File: src/rtl/m_connect_game_ctrl_if.sv
// Board-controller bus: button pulses in, cursor/board/status registers out.
// The controller attaches through the slave modport; the button side (or a bench) uses master.
interface m_connect_game_ctrl_if #(
    parameter int COLS = 7,
    parameter int ROWS = 6
);
    logic [3:0]                        i_user_input;
    logic                              i_first_blue;
    logic [$clog2(COLS)-1:0]           o_selecting_col;
    logic [COLS*ROWS-1:0]              o_red_field;
    logic [COLS*ROWS-1:0]              o_blue_field;
    logic                              o_turn;
    logic [$clog2(COLS*ROWS+1)-1:0]    o_move_count;
    logic [1:0]                        o_settlement_state;
    logic                              o_reject;
    logic                              o_timeout;

    modport master (
        output i_user_input, i_first_blue,
        input  o_selecting_col, o_red_field, o_blue_field, o_turn,
               o_move_count, o_settlement_state, o_reject, o_timeout
    );

    modport slave (
        input  i_user_input, i_first_blue,
        output o_selecting_col, o_red_field, o_blue_field, o_turn,
               o_move_count, o_settlement_state, o_reject, o_timeout
    );
endinterface

File: src/rtl/m_connect_game_ctrl.sv
// Two-player connect-N controller: cursor, piece drop with gravity, win/draw detection,
// optional per-turn timeout. Every output is a register.
module m_connect_game_ctrl #(
    parameter int COLS         = 7,
    parameter int ROWS         = 6,
    parameter int WIN_LEN      = 4,
    parameter int HOLD_CYCLES  = 3,
    parameter int TURN_TIMEOUT = 0
) (
    input  logic                 w_clk,
    input  logic                 w_rst,
    m_connect_game_ctrl_if.slave bus
);
    localparam int NCELL = COLS * ROWS;
    localparam int CW    = $clog2(COLS);
    localparam int HW    = $clog2(ROWS + 1);
    localparam int MW    = $clog2(NCELL + 1);
    localparam int TW    = (TURN_TIMEOUT > 1) ? $clog2(TURN_TIMEOUT) : 1;
    localparam int HCW   = (HOLD_CYCLES > 1) ? $clog2(HOLD_CYCLES) : 1;

    localparam logic [CW-1:0]  COL_MAX = CW'(COLS - 1);
    localparam logic [HW-1:0]  H_FULL  = HW'(ROWS);
    localparam logic [MW-1:0]  MC_FULL = MW'(NCELL);
    localparam logic [TW-1:0]  T_LAST  = TW'((TURN_TIMEOUT > 0) ? TURN_TIMEOUT - 1 : 0);
    localparam logic [HCW-1:0] H_LAST  = HCW'((HOLD_CYCLES > 0) ? HOLD_CYCLES - 1 : 0);

    localparam logic [3:0] IN_INC  = 4'b1000;
    localparam logic [3:0] IN_DEC  = 4'b0100;
    localparam logic [3:0] IN_DROP = 4'b0001;

    typedef enum logic [2:0] {SELECT, PLACE, CHECK, HOLD, OVER} state_t;

    state_t           state;
    logic [CW-1:0]    col;
    logic [NCELL-1:0] red;
    logic [NCELL-1:0] blue;
    logic             turn;
    logic [MW-1:0]    move_count;
    logic [1:0]       settle;
    logic             reject;
    logic             timeout;
    logic [HW-1:0]    heights [COLS];
    logic [TW-1:0]    timer;
    logic [HCW-1:0]   hold_cnt;

    logic [HW-1:0]    cur_h;
    logic [NCELL-1:0] place_mask;
    logic             win;

    // Out-of-board coordinates read as empty, so lines never wrap between rows.
    function automatic logic cell_at(input logic [NCELL-1:0] f, input int r, input int c);
        logic [NCELL-1:0] sh;
        if (r < 0 || r >= ROWS || c < 0 || c >= COLS) return 1'b0;
        sh = f >> (r * COLS + c);
        return sh[0];
    endfunction

    function automatic logic has_line(input logic [NCELL-1:0] f);
        logic hit, h, v, d, a;
        hit = 1'b0;
        for (int r = 0; r < ROWS; r++) begin
            for (int c = 0; c < COLS; c++) begin
                h = 1'b1;
                v = 1'b1;
                d = 1'b1;
                a = 1'b1;
                for (int k = 0; k < WIN_LEN; k++) begin
                    h = h & cell_at(f, r, c + k);
                    v = v & cell_at(f, r + k, c);
                    d = d & cell_at(f, r + k, c + k);
                    a = a & cell_at(f, r + k, c - k);
                end
                hit = hit | h | v | d | a;
            end
        end
        return hit;
    endfunction

    always_comb begin
        cur_h = '0;
        for (int c = 0; c < COLS; c++)
            if (col == CW'(c)) cur_h = heights[c];
    end

    always_comb begin
        place_mask = '0;
        for (int r = 0; r < ROWS; r++)
            for (int c = 0; c < COLS; c++)
                if (col == CW'(c) && cur_h == HW'(r)) place_mask[r*COLS + c] = 1'b1;
    end

    assign win = has_line(turn ? blue : red);

    always_ff @(posedge w_clk) begin
        if (w_rst) begin
            state      <= SELECT;
            col        <= '0;
            red        <= '0;
            blue       <= '0;
            turn       <= bus.i_first_blue;
            move_count <= '0;
            settle     <= 2'b00;
            reject     <= 1'b0;
            timeout    <= 1'b0;
            timer      <= '0;
            hold_cnt   <= '0;
            for (int c = 0; c < COLS; c++) heights[c] <= '0;
        end else begin
            reject  <= 1'b0;
            timeout <= 1'b0;
            case (state)
                SELECT: begin
                    if (bus.i_user_input == IN_DROP) begin
                        state <= PLACE;
                    end else begin
                        if (bus.i_user_input == IN_INC)
                            col <= (col == COL_MAX) ? '0 : col + CW'(1);
                        else if (bus.i_user_input == IN_DEC)
                            col <= (col == '0) ? COL_MAX : col - CW'(1);
                        if (TURN_TIMEOUT > 0) begin
                            if (timer == T_LAST) begin
                                turn    <= ~turn;
                                timeout <= 1'b1;
                                timer   <= '0;
                            end else begin
                                timer <= timer + TW'(1);
                            end
                        end
                    end
                end
                PLACE: begin
                    // A full column keeps the timer running so a reject cannot stall the clock.
                    if (cur_h == H_FULL) begin
                        reject <= 1'b1;
                        state  <= SELECT;
                    end else begin
                        if (turn) blue <= blue | place_mask;
                        else      red  <= red | place_mask;
                        for (int c = 0; c < COLS; c++)
                            if (col == CW'(c)) heights[c] <= heights[c] + HW'(1);
                        move_count <= move_count + MW'(1);
                        state      <= CHECK;
                    end
                end
                CHECK: begin
                    if (win) begin
                        settle <= {1'b1, turn};
                        state  <= OVER;
                    end else if (move_count == MC_FULL) begin
                        settle <= 2'b01;
                        state  <= OVER;
                    end else begin
                        hold_cnt <= '0;
                        state    <= HOLD;
                    end
                end
                HOLD: begin
                    if (hold_cnt == H_LAST) begin
                        turn  <= ~turn;
                        timer <= '0;
                        state <= SELECT;
                    end else begin
                        hold_cnt <= hold_cnt + HCW'(1);
                    end
                end
                OVER:    ;
                default: state <= SELECT;
            endcase
        end
    end

    assign bus.o_selecting_col    = col;
    assign bus.o_red_field        = red;
    assign bus.o_blue_field       = blue;
    assign bus.o_turn             = turn;
    assign bus.o_move_count       = move_count;
    assign bus.o_settlement_state = settle;
    assign bus.o_reject           = reject;
    assign bus.o_timeout          = timeout;
endmodule

File: src/flat_wrapper.sv
// flat-port wrapper written by rule: the top's interface ports become plain ports
module m_connect_game_ctrl_flat 
#(
    parameter int COLS         = 7,
    parameter int ROWS         = 6,
    parameter int WIN_LEN      = 4,
    parameter int HOLD_CYCLES  = 3,
    parameter int TURN_TIMEOUT = 0
)
  (w_clk, w_rst, bus_i_user_input, bus_i_first_blue, bus_o_selecting_col, bus_o_red_field, bus_o_blue_field, bus_o_turn, bus_o_move_count, bus_o_settlement_state, bus_o_reject, bus_o_timeout);
  m_connect_game_ctrl_if #(.COLS(COLS), .ROWS(ROWS)) bus_i ();
  input  logic w_clk;
  input  logic w_rst;
  input wire logic [$bits(bus_i.i_user_input)-1:0] bus_i_user_input;
  input wire logic [$bits(bus_i.i_first_blue)-1:0] bus_i_first_blue;
  output wire logic [$bits(bus_i.o_selecting_col)-1:0] bus_o_selecting_col;
  output wire logic [$bits(bus_i.o_red_field)-1:0] bus_o_red_field;
  output wire logic [$bits(bus_i.o_blue_field)-1:0] bus_o_blue_field;
  output wire logic [$bits(bus_i.o_turn)-1:0] bus_o_turn;
  output wire logic [$bits(bus_i.o_move_count)-1:0] bus_o_move_count;
  output wire logic [$bits(bus_i.o_settlement_state)-1:0] bus_o_settlement_state;
  output wire logic [$bits(bus_i.o_reject)-1:0] bus_o_reject;
  output wire logic [$bits(bus_i.o_timeout)-1:0] bus_o_timeout;
  assign bus_i.i_user_input = bus_i_user_input;
  assign bus_i.i_first_blue = bus_i_first_blue;
  assign bus_o_selecting_col = bus_i.o_selecting_col;
  assign bus_o_red_field = bus_i.o_red_field;
  assign bus_o_blue_field = bus_i.o_blue_field;
  assign bus_o_turn = bus_i.o_turn;
  assign bus_o_move_count = bus_i.o_move_count;
  assign bus_o_settlement_state = bus_i.o_settlement_state;
  assign bus_o_reject = bus_i.o_reject;
  assign bus_o_timeout = bus_i.o_timeout;
  m_connect_game_ctrl #(.COLS(COLS), .ROWS(ROWS), .WIN_LEN(WIN_LEN), .HOLD_CYCLES(HOLD_CYCLES), .TURN_TIMEOUT(TURN_TIMEOUT)) u_core (.w_clk(w_clk), .w_rst(w_rst), .bus(bus_i));
endmodule
File: config.mk
export PLATFORM = sky130hd
export DESIGN_NAME = m_connect_game_ctrl_flat
export DESIGN_NICKNAME = d
export VERILOG_FILES = /design/src/rtl/m_connect_game_ctrl_if.sv /design/src/rtl/m_connect_game_ctrl.sv /design/src/flat_wrapper.sv
export SDC_FILE = /design/constraint.sdc
export NUM_CORES = 1
export LEC_CHECK = 0
export CAP_MARGIN = 0
export CORE_ASPECT_RATIO = 1.4
export CORE_UTILIZATION = 40
export DETAILED_ROUTE_END_ITERATION = 6
export GPL_TIMING_DRIVEN = 1
export HOLD_SLACK_MARGIN = 0.1
export REMOVE_ABC_BUFFERS = 1
export SYNTH_ARGS = -nofsm -noshare
export SYNTH_HDL_FRONTEND = slang
export SYNTH_SLANG_ARGS = --single-unit
File: constraint.sdc
create_clock -name w_clk -period 4.65 [get_ports w_clk]
set_clock_uncertainty 0.1 [all_clocks]
set_input_delay 1.395 -clock w_clk [delete_from_list [all_inputs] [get_ports w_clk]]
set_output_delay 1.395 -clock w_clk [all_outputs]
set_load 0.01 [all_outputs]
==> impl_metrics.prom <==
# TYPE chip_impl_metric gauge
chip_impl_metric{name="drt-initial-drc-count",unit=""} 532
chip_impl_metric{name="power.density",unit="mW/mm^2"} 339.5
chip_impl_metric{name="power.switching_fraction",unit=""} 0.2467
chip_impl_metric{name="routed_wl",unit="microns"} 25530
chip_impl_metric{name="ios",unit=""} 105
chip_impl_metric{name="clk_pin_slew_worst_paths",unit="ns"} 0.06
chip_impl_metric{name="htreeDepth",unit=""} 4
chip_impl_metric{name="cap_violations",unit=""} 0
chip_impl_info{name="synthTopCellsByCount",value="121 x sky130_fd_sc_hd__nor2_1, 112 x sky130_fd_sc_hd__a21oi_1, 101 x sky130_fd_sc_hd__dfxtp_1, 47 x sky130_fd_sc_hd__nand3_1, 44 x sky130_fd_sc_hd__nand2_1"} 1
chip_impl_metric{name="power.share.sequential",unit=""} 0.401
chip_impl_info{name="most_frequently_used_flop_master_after_synthesis",value="sky130_fd_sc_hd__dfxtp_1"} 1
chip_impl_metric{name="per_instance_average_area_after_synthesis",unit="sq um"} 8.329
chip_impl_metric{name="dpl.hpwl",unit="microns"} 18000
chip_impl_metric{name="yosysSeqAreaShare",unit=""} 0.4172
chip_impl_metric{name="grt_remaining_overflow",unit=""} 0
chip_impl_info{name="status",value="finished, final reports clean"} 1
chip_impl_metric{name="cts.sinks",unit=""} 123
chip_impl_metric{name="synth_top_area_frac",unit=""} 0.3145
chip_impl_metric{name="post-route-min-period",unit="ns"} 3.471
chip_impl_metric{name="drt_pre_antenna_iters",unit=""} 6
chip_impl_metric{name="dr_total_vias",unit=""} 6612
chip_impl_info{name="timing.critical_path.to_type",value="register"} 1
chip_impl_metric{name="number_of_global_route_vias_before_repair",unit=""} 6512
chip_impl_metric{name="critical_path.max_stage_delay",unit="ns"} 0.58
chip_impl_metric{name="yosys_warnings",unit=""} 0
chip_impl_metric{name="post_cts_resized",unit=""} 0
chip_impl_metric{name="num_rows",unit=""} 54
chip_impl_info{name="synth.most_common_cell",value="sky130_fd_sc_hd__nor2_1"} 1
chip_impl_metric{name="pwr-share-clk",unit=""} 0.511
chip_impl_info{name="worst_path_most_repeated_cell",value="sky130_fd_sc_hd__nor2_1"} 1
chip_impl_metric{name="finalWeightedCongestion",unit=""} 0.9754
chip_impl_info{name="synth.area.top_cells",value="sky130_fd_sc_hd__dfxtp_1 31%, sky130_fd_sc_hd__edfxtp_1 10%, sky130_fd_sc_hd__a21oi_1 8.7%"} 1
chip_impl_metric{name="grt_start_max_net_pins",unit=""} 87
chip_impl_metric{name="dieWidth",unit="microns"} 109.2
chip_impl_metric{name="final_nets",unit=""} 873
chip_impl_metric{name="cts-root-to-sink-buffers",unit=""} 2
chip_impl_metric{name="cts_inserted_buffers",unit=""} 17
chip_impl_metric{name="setup_total_negative_slack",unit="ns"} 0
chip_impl_metric{name="timing.max_slew.rel_slack",unit=""} 0.1470
chip_impl_metric{name="number_of_antenna_violating_nets_in_the_routed_design",unit=""} 0
chip_impl_info{name="timing.rr.end",value="u_core.heights[0][7]"} 1
chip_impl_metric{name="global_route_wire_length_before_repair",unit="microns"} 38460
chip_impl_info{name="worst-setup-path-type",value="reg2reg"} 1
chip_impl_metric{name="asyncSetResetFlopFracSynth",unit=""} 0
chip_impl_metric{name="leakage_power",unit="nW"} 2.787
chip_impl_metric{name="multi_input_comb_area",unit="sq mm"} 0.003446
chip_impl_info{name="clk_root_buffer_cell",value="sky130_fd_sc_hd__clkbuf_16"} 1
chip_impl_metric{name="grt_use_total",unit=""} 0.3136
chip_impl_metric{name="num-fill-cells",unit=""} 1501
chip_impl_metric{name="worst_ep_required_time",unit="ns"} 4.72
chip_impl_metric{name="synth_seq_cells",unit=""} 123
chip_impl_metric{name="worst-path-max-fanout",unit=""} 27
chip_impl_metric{name="synth_cells",unit=""} 772
chip_impl_metric{name="sequential_cell_area",unit="sq mm"} 0.002683
chip_impl_metric{name="pwr-share-comb",unit=""} 0.088
chip_impl_metric{name="worst_slew_pin_slew",unit="ns"} 1.247
chip_impl_metric{name="worstPathArrival",unit="ns"} 3.54
chip_impl_metric{name="initial_core_util",unit=""} 0.4102
chip_impl_info{name="timing.critical_path.cells",value="inv_1, ha_1, nor2_1, a221oi_1, a211o_1, nor2b_1, a31o_2, nor2_1, and4_1"} 1
chip_impl_metric{name="layout.core_utilization",unit=""} 0.5212
chip_impl_metric{name="drv_slew",unit=""} 0
chip_impl_info{name="critPathSlowestCell",value="sky130_fd_sc_hd__a31o_2"} 1
chip_impl_metric{name="clk_latency",unit="ns"} 0.42
chip_impl_metric{name="synth_enable_flop_cells",unit=""} 22
chip_impl_metric{name="netlist_area",unit="sq mm"} 0.006430
chip_impl_info{name="cts_tree",value="built"} 1
chip_impl_metric{name="ir_worst_vdd",unit="uV"} 256.8
chip_impl_metric{name="die_area",unit="sq mm"} 0.01659
chip_impl_metric{name="antenna_found_initial",unit=""} 0
chip_impl_metric{name="fp.coreArea",unit="sq mm"} 0.01568
chip_impl_metric{name="antenna-diode-count",unit=""} 0
chip_impl_metric{name="hold_viol_final",unit=""} 0
chip_impl_metric{name="p_switching",unit="mW"} 0.6843
chip_impl_metric{name="drive_gt1_frac",unit=""} 0.07995
chip_impl_info{name="worst_setup_path_startpoint",value="u_core.bus.o_selecting_col[1]"} 1
chip_impl_metric{name="post_cts.repair.setup_buffers",unit=""} 0
chip_impl_metric{name="avgViaCountPerCell",unit=""} 6.244
chip_impl_metric{name="period_utilization_post_route",unit=""} 0.7465
chip_impl_metric{name="intPower",unit="mW"} 2.090
chip_impl_metric{name="regToRegSetupSlack",unit="ns"} 1.18
chip_impl_metric{name="layout_area_overhead",unit="%"} 27.07
chip_impl_info{name="worst_hold_class",value="reg2reg"} 1
chip_impl_metric{name="hold_buffers",unit=""} 0
chip_impl_metric{name="yosysUniqueCellTypes",unit=""} 69
chip_impl_info{name="setup_repair_after_global_routing_missed_its_margin",value="no"} 1
chip_impl_metric{name="fmax",unit="MHz"} 288.1
chip_impl_info{name="crit_end",value="u_core.heights[0][7]"} 1
chip_impl_metric{name="die-height",unit="microns"} 152.0
chip_impl_metric{name="wl_per_cell",unit="microns"} 24.10
chip_impl_metric{name="detail_route.drc_violations",unit=""} 0
chip_impl_info{name="start_kind",value="register"} 1
chip_impl_info{name="netlist.top_cell.by_area",value="sky130_fd_sc_hd__dfxtp_1"} 1
chip_impl_metric{name="rr_worst_depth",unit=""} 9
chip_impl_metric{name="setup_viol",unit=""} 0
chip_impl_info{name="timing.rr.start",value="u_core.bus.o_selecting_col[1]"} 1
chip_impl_metric{name="placement.io_buffers",unit=""} 103
cell families after synthesis:
kind of cell	synth area share
multiplexers	0.02919
adder cells (fa/ha/maj)	0.03113
AO/OA/AOI/OAI	0.2129
flip-flops	0.4172
buffers and inverters	0.04689
XOR/XNOR	0.01362
AND/OR/NAND/NOR	0.2485
other	0.0005832
worst max-delay path, delay by kind of cell, from the launching register on:
family                   cells  cell delay, ns
AO/OA/AOI/OAI                3            1.03
buffers and inverters        1            0.12
adder cells (fa/ha/maj)      1            0.57
flip-flops                   1            0.34
AND/OR/NAND/NOR              4            1.05
layer usage:
| layer | track usage | part of all wire |
|---|---|---|
| met1 | 0.3762 | 0.39 |
| met2 | 0.5232 | 0.50 |
| met3 | 0.05620 | 0.062 |
| met4 | 0.1647 | 0.051 |
| met5 | 0 | 0 |
placed cells by master (no fill, tap or decap), drive strengths merged, types with 22 or more instances in the layout:
cell           netlist  final
a21oi              113    113
clkbuf              31     22
clkdlybuf4s50        0    102
dfxtp              101    101
edfxtp              22     22
nand2               44     44
nand3               47     47
nand4               22     22
nor2               121    121
o21ai               31     31
metrics by stage:
stage          hold slack (ns)  area (sq um)  setup WS, ns  total power [mW]  std cells
2_1_floorplan           0.3691          6177        0.3417             1.266        718
3_3_place_gp            0.3815          7538         1.254             1.370       1027
3_5_place_dp            0.3862          7538         1.195             1.376       1027
4_1_cts                 0.3987          8170         1.220             2.784       1059
5_1_grt                 0.4373          8170        0.9636             2.851       1059
6_report                0.3944          8170         1.179             2.774       1059
worst min-delay path by stage:
stage                                         start                   endpoint  slack [ns]  depth (start not counted)
after global routing             u_core.hold_cnt[1]         u_core.hold_cnt[1]        0.44                          1
after detailed placement  u_core.bus.o_red_field[2]  u_core.bus.o_red_field[2]        0.39                          2
after global placement           u_core.hold_cnt[1]         u_core.hold_cnt[1]        0.38                          1
after floorplan                  u_core.hold_cnt[1]         u_core.hold_cnt[1]        0.37                          1
final                     u_core.bus.o_red_field[2]  u_core.bus.o_red_field[2]        0.39                          2
after CTS                 u_core.bus.o_red_field[2]  u_core.bus.o_red_field[2]        0.40                          2
registers in the layout, indices dropped and copies added, names as in the netlist:
name / cells
u_core.hold_cnt: 2
u_core.bus.o_settlement_state: 2
u_core.bus.o_reject: 1
u_core.bus.o_selecting_col: 3
u_core.bus.o_red_field: 42
u_core.heights: 21
u_core.bus.o_blue_field: 42
u_core.bus.o_turn: 1
u_core.bus.o_move_count: 6
u_core.state: 3
layout make-up:
type | count | share of cell area
flip-flops and latches | 123 | 0.3283
inverters | 13 | 0.005972
repair buffers | 113 | 0.1366
clock buffers | 22 | 0.06064
well taps | 196 | 0.03002
multi-input cells | 582 | 0.4217
clock inverters | 10 | 0.01669
power groups by stage:
stage                     clock (mW)  sequential [mW]  combinational, mW
after detailed placement           0             1.13              0.241
after CTS                       1.43             1.11              0.242
after floorplan                    0             1.14              0.123
after global routing            1.48             1.11              0.261
after global placement             0             1.13              0.237
final                           1.42             1.11              0.245
Power figures use the tool's default switching activity.
